<file path="config.mk">
export PLATFORM = sky130hd
export DESIGN_NAME = fetch_stage
export DESIGN_NICKNAME = d
export VERILOG_FILES = /design/src/rtl/asip_pkg.sv /design/src/rtl/branch_resolve.sv /design/src/rtl/fetch_stage.sv
export SDC_FILE = /design/constraint.sdc
export NUM_CORES = 1
export LEC_CHECK = 0
export ABC_AREA = 1
export CAP_MARGIN = 20
export CORE_UTILIZATION = 28
export CTS_CLUSTER_SIZE = 16
export DETAILED_ROUTE_END_ITERATION = 12
export SKIP_CTS_REPAIR_TIMING = 1
export SYNTH_ARGS = -nofsm -noshare
export SYNTH_HDL_FRONTEND = slang
export SYNTH_SLANG_ARGS = --single-unit
export TNS_END_PERCENT = 10
</file>
<file path="constraint.sdc">
create_clock -name clk -period 1.9 [get_ports clk]
set_clock_uncertainty 0.05 [all_clocks]
set_input_delay 0.285 -clock clk [delete_from_list [all_inputs] [get_ports clk]]
set_output_delay 0.285 -clock clk [all_outputs]
set_load 0.03 [all_outputs]
</file>
<file path="src/rtl/asip_pkg.sv">
// Shared types and encodings for the vector ASIP pipeline.
package asip_pkg;

  typedef enum logic [1:0] {
    StBoot,
    StRun,
    StStall,
    StFlush
  } fetch_state_t;

  localparam logic [3:0] OP_JE  = 4'h8;
  localparam logic [3:0] OP_JNE = 4'h9;
  localparam logic [3:0] OP_JMP = 4'hA;

  localparam logic [2:0] PCWE_JMP = 3'b100;
  localparam logic [2:0] PCWE_JE  = 3'b010;
  localparam logic [2:0] PCWE_JNE = 3'b001;

endpackage

</file>
<file path="src/rtl/branch_resolve.sv">
// Combinational branch decision: taken flag and absolute target from the one-hot redirect request.
module branch_resolve
  import asip_pkg::*;
#(
  parameter int unsigned ADDR_W = 8
) (
  input  logic [2:0]        PcWriteEn,
  input  logic              zero_i,
  input  logic [ADDR_W-1:0] Immediate,
  output logic              taken_o,
  output logic [ADDR_W-1:0] target_o
);

  logic is_jmp, is_je, is_jne;

  always_comb begin
    is_jmp   = (PcWriteEn & PCWE_JMP) != 3'b000;
    is_je    = (PcWriteEn & PCWE_JE) != 3'b000;
    is_jne   = (PcWriteEn & PCWE_JNE) != 3'b000;
    taken_o  = is_jmp | (is_je & zero_i) | (is_jne & ~zero_i);
    target_o = Immediate;
  end

endmodule

</file>
<file path="src/rtl/fetch_stage.sv">
// Instruction fetch: owns the PC, drives the synchronous instruction memory and presents one
// instruction per cycle, with a one-cycle bubble after taken branches and a hold on stall.
module fetch_stage
  import asip_pkg::*;
#(
  parameter int unsigned ADDR_W   = 8,
  parameter int unsigned INSTR_W  = 16,
  parameter int unsigned RESET_PC = 0
) (
  input  logic               clk,
  input  logic               rst,
  input  logic               stall_i,
  input  logic [2:0]         PcWriteEn,
  input  logic [ADDR_W-1:0]  Immediate,
  input  logic               zero_i,
  output logic [ADDR_W-1:0]  imem_addr_o,
  input  logic [INSTR_W-1:0] imem_rdata_i,
  output logic [INSTR_W-1:0] instr_o,
  output logic               valid_o,
  output logic [ADDR_W-1:0]  pc_o,
  output logic               flush_o
);

  localparam logic [ADDR_W-1:0] ResetPc = ADDR_W'(RESET_PC);
  localparam logic [ADDR_W-1:0] PcOne   = ADDR_W'(1);

  fetch_state_t        state_q;
  logic [ADDR_W-1:0]   pc_q, fpc_q, hold_pc_q;
  logic [INSTR_W-1:0]  hold_q;
  logic                valid_q, flush_q;
  logic                br_taken;
  logic [ADDR_W-1:0]   br_target;
  logic                redirect;

  branch_resolve #(
    .ADDR_W(ADDR_W)
  ) u_branch_resolve (
    .PcWriteEn(PcWriteEn),
    .zero_i   (zero_i),
    .Immediate(Immediate),
    .taken_o  (br_taken),
    .target_o (br_target)
  );

  // Only RUN and STALL present a valid slot, so the valid qualifier is implied by the state.
  assign redirect = br_taken & ~stall_i;

  always_ff @(posedge clk) begin
    if (rst) begin
      state_q   <= StBoot;
      pc_q      <= ResetPc;
      fpc_q     <= ResetPc;
      hold_q    <= '0;
      hold_pc_q <= '0;
      valid_q   <= 1'b0;
      flush_q   <= 1'b0;
    end else begin
      unique case (state_q)
        StBoot, StFlush: begin
          pc_q    <= pc_q + PcOne;
          fpc_q   <= pc_q;
          state_q <= StRun;
          valid_q <= 1'b1;
          flush_q <= 1'b0;
        end
        StRun, StStall: begin
          if (redirect) begin
            pc_q    <= br_target;
            state_q <= StFlush;
            valid_q <= 1'b0;
            flush_q <= 1'b1;
          end else if (stall_i) begin
            // Capture only on entry; while stalled the memory already returns the successor.
            if (state_q == StRun) begin
              hold_q    <= imem_rdata_i;
              hold_pc_q <= fpc_q;
            end
            state_q <= StStall;
          end else begin
            pc_q    <= pc_q + PcOne;
            fpc_q   <= pc_q;
            state_q <= StRun;
          end
        end
      endcase
    end
  end

  always_comb begin
    instr_o     = '0;
    pc_o        = '0;
    valid_o     = valid_q;
    flush_o     = flush_q;
    imem_addr_o = pc_q;
    if (valid_q) begin
      if (state_q == StStall) begin
        instr_o = hold_q;
        pc_o    = hold_pc_q;
      end else begin
        instr_o = imem_rdata_i;
        pc_o    = fpc_q;
      end
    end
  end

endmodule

</file>
Yosys cells after proc, flatten, opt, wreduce, memory -nomap -nowiden
Index checks and enable logic that the tools add are counted.

Add/sub/neg operators: 1. Multipliers: 0. Div/mod/pow operators: 0. Magnitude comparators: 0. Equality and inequality tests: 7. Shift-type cells: 0. Mux-type cells: 17. Bitwise gates (word level): 8. Reductions and logical operators: 5.

Operators with widths (count): 8-bit 2-to-1 mux (6); 16-bit 2-to-1 mux (2); 8-bit one-hot mux with 2 select lines (2); 8-bit by 1-bit adder with 8-bit output (second input constant) (1); 2-bit inequality test (second input constant) (3); 2-bit == test (second input constant) (2); 2-bit 2-to-1 mux (2); 1-bit one-hot mux with 2 select lines (2); 2-bit one-hot mux with 2 select lines (1); 4-bit AND reduction (1); 2-bit OR reduction (2); 1-bit AND (3); 3-bit inequality test (second input constant) (1); 1-bit inverter (3); 2-bit by 1-bit == test with 1-bit output (second input constant) (1); 2-bit zero test (1); 1-bit 2-to-1 mux (2); 1-bit bitwise OR (2); 2-bit AND reduction (1).

Bits in registers: 44. Bits in latches: 0. RAM bits: 0. Bits in read-only memories: 0. Input port bits: 31. Output and inout port bits: 34. Word-level logic and storage cells: 45. Memories: 0.

Depth between registers and ports, before layout
Depth after elaboration: 6. Depth in mapped cells: 10. Depth with buffers taken out: 10.

Modules after synthesis
From an unflattened synthesis, not the netlist that was laid out.

Cells, all modules: 330. Area, all modules: 2222.1 um^2.

Modules (own cells, without submodules): fetch_stage (instances 1, cells an instance 317, area each 2134.5 um^2, sequential area each 880.8 um^2); branch_resolve (instances 1, cells an instance 13, area each 87.6 um^2, sequential area each 0.0 um^2).

Worst setup path before layout
No wires, ideal clock.

Kind: register to output. Start: register state_q[0]. End: output port pc_o[1]. Data arrival time: 1.453 ns. Path slack: 0.112 ns. Cell stages (with the launch flop): 7. Path buffers: 1. Cells stage by stage: dfxtp_1 inv_1 ha_1 inv_1 buf_2 o21ai_0 a21oi_1.

Longest elaborated chain between the ends: 3.

Ends and longest elaborated chain: from (decl) (RTL line fetch_stage.sv:27) `fetch_state_t state_q;`; from (signal assigned) (RTL line fetch_stage.sv:50) `state_q <= StBoot;`; from (signal assigned) (RTL line fetch_stage.sv:62) `state_q <= StRun;`; from (signal assigned) (RTL line fetch_stage.sv:69) `state_q <= StFlush;`; 2-bit == test (RTL line fetch_stage.sv:96) `if (state_q == StStall) begin`; 8-bit 2-to-1 mux (RTL line fetch_stage.sv:96); 8-bit 2-to-1 mux (RTL line fetch_stage.sv:95) `if (valid_q) begin`; to (decl) (RTL line fetch_stage.sv:20) `output logic [ADDR_W-1:0] pc_o,`.

Every way passes these cells.

Final worst setup path
Start: register state_q[0]. End: output port pc_o[5].

The elaborated chain is that of the path after synthesis.

==> flow_metrics.tcl <==
set metrics [dict create \
    drtPass1Iterations 4 \
    die_area_um2 8280 \
    die_width_um 91.0 \
    syn_inst 321 \
    grt.met3_usage_pct 3.69 \
    finalSetupViolCount 0 \
    drc 0 \
    p_leak_nw 1.35 \
    ant_nets 0 \
    setup_ws_ns 0.0735 \
    critPathKind "reg -> out" \
    num_vias 2258 \
    pre_cts_ws_ns 0.165 \
    drive_above_1_share_pct 20.6 \
    synth_area_leaders "dfxtp_1 (40%), nor2_1 (12%), o21ai_0 (11%), nand2_1 (6.9%), a21oi_1 (5.0%)" \
    crit_start "state_q[0]" \
    dpl.hpwl_mm 3.97 \
    tightest_slew_ns 0.324 \
    drv_slew 0 \
    grt_pass1_vias 2141 \
    synth_largest_area_cell "dfxtp_1" \
    crit_path_max_fanout 16 \
    grt_max_degree 33 \
    critPathBufInv 4 \
    port_buffers 64 \
    grt_pass1_wl_mm 9.95 \
    gr-usage-met2_pct 23.4 \
    critPathTopFamily "buffers and inverters" \
    finalCritPeriodShare_pct 96.1 \
    synth_top_area_share_pct 39.7 \
    cp-end-kind "output port" \
    synth_seq_cells 44 \
    power_switching_w 0.00121 \
    first_iter_violations 89 \
    use_met1_pct 19.5 \
    swShare_pct 39.3 \
    busiest_layer "met2" \
    hold_viol_final 0 \
    cp.required_ns 1.56 \
    syn_area_um2 2220 \
    clkTransAtPathRegs_ns 0.08 \
    maxCapViolCount 0 \
    yosysWarningCount 0 \
    vias_per_cell 4.60 \
    hold_start "fpc_q[0]" \
    gr-total-overflow 0 \
    p_per_area_nw_per_um2 983 \
    seq_power_share_pct 38.2 \
    avgSynthCellArea_um2 6.91 \
    antenna_found_initial 0 \
    startpoint_type "flop" \
    status "complete, no violations" \
    cts_tree "built" \
    area_growth_pct 40.5 \
    rows 32 \
    grtUsageTotal_pct 14.6 \
    die_h_um 91.0 \
    place_congestion 0.803 \
    cts_sinks 44 \
    syn_nets 355 \
    arrival_ns 1.49 \
    core_area_um2 7690 \
    rsz0062_at_grt "true" \
    slowest_stage "dfxtp_2" \
    worst_slew_margin_rel_pct 78.4 \
    r2r_start "state_q[0]" \
    layout.nets 422 \
    htreeDepth 2 \
    cts_buffer_depth 2 \
    path_cells "inv_1 -> ha_2 -> inv_2 -> buf_12 -> o21ai_0 -> a21oi_2 -> buf_4" \
    ios 65 \
    fin_crit_ns 1.83 \
    antenna_cells 0 \
    wirelength_mm 5.89 \
    layout_common_cells "nor2_1 (71), o21ai_0 (46), dfxtp_1 (43)" \
    ys_types 27 \
    p_comb_share_pct 42.0 \
    p_clk_share_pct 19.8 \
    cts_buffers 5 \
    p_int_w 0.00186 \
    max_freq_ghz 0.547 \
    tns_ns 0 \
    clockRootBuffer "clkbuf_8" \
    worstSkewPairLatency_ns 0.29 \
    final_common_cell "nor2_1" \
    irDropWorstVdd_v 0.000325 \
    min_path_type "reg -> reg" \
    yosysSeqAreaShare_pct 39.7 \
    wl_per_cell_um 12.0 \
    fill_cells 830 \
    start_util_pct 28.8 \
    crit_path_max_incr_delay_ns 0.33 \
]
==> logic make-up after synthesis <==
logic type	after synthesis	share of synthesized area, %
fa+ha+maj	3	1.69
simple gates	136	26.6
xor+xnor	1	0.395
compound gates	90	22.2
buf+inv	47	9.42
flops	44	39.7
==> metrics by stage <==
| step | area [µm²] | total power [W] | std cells | hold WS, ns | util [%] |
|---|---|---|---|---|---|
| finish | 3120 | 0.00306 | 491 | 0.433 | 40.5 |
| global route | 3120 | 0.00328 | 491 | 0.462 | 40.5 |
| CTS | 3020 | 0.00302 | 488 | 0.430 | 39.3 |
| detailed placement | 2930 | 0.00241 | 480 | 0.418 | 38.2 |
| global placement | 2930 | 0.00240 | 480 | 0.414 | 38.2 |
| floorplan | 2220 | 0.00198 | 321 | 0.390 | - |
==> layer usage <==
layer	wire length, µm	part of all wire, %
met1	2800	48
met2	2650	45
met4	59	1.0
met5	0	0
met3	378	6.4
==> layout make-up <==
type                    count  area (µm²)  area share, %
multi-input cells         230        1160           37.2
inverters                  32         123           3.94
clock buffers               8        90.1           2.89
flip-flops and latches     44         882           28.3
well taps                 102         128           4.10
repair buffers             75         734           23.6
==> registers in the layout, indices dropped and copies added, names as in the netlist <==
signal	flops
state_q	2
fpc_q	8
flush_o	1
hold_pc_q	8
imem_addr_o	8
hold_q	16
valid_o	1
==> final timing paths <==
kind	to	slack, ns	cells past startpoint
worst max-delay path	pc_o[5]	0.07	7
worst min-delay path	hold_pc_q[0]	0.43	2
worst max register to register	fpc_q[4]	0.38	9
worst min register to register	hold_pc_q[0]	0.43	2
==> power by group through the flow <==
stage | registers, W | clock network [W] | logic (W)
2_1_floorplan | 0.00125 | 0 | 0.000728
3_3_place_gp | 0.00119 | 0 | 0.00121
3_5_place_dp | 0.00119 | 0 | 0.00122
4_1_cts | 0.00117 | 0.000626 | 0.00123
5_1_grt | 0.00120 | 0.000667 | 0.00142
6_report | 0.00117 | 0.000607 | 0.00129
==> Yosys cell counts (all sizes together) <==
master / count
inv: 32
nand3: 11
nand2: 47
o211ai: 1
nor2: 73
o22ai: 1
ha: 3
o21ai: 62
dfxtp: 44
buf: 10
xor2: 1
a21oi: 26
clkbuf: 5
nand4: 4
nor3: 1
==> worst register-to-register path: stages, from the launching register on <==
cell     delay (ns)
dfxtp_2        0.33
inv_1          0.04
ha_2           0.34
inv_2          0.09
nand2_4        0.15
nand2_2        0.13
nand2_1        0.11
nand2_1        0.08
o21ai_2        0.06
inv_1          0.04
Note: power is estimated with default switching activity, not from simulation.
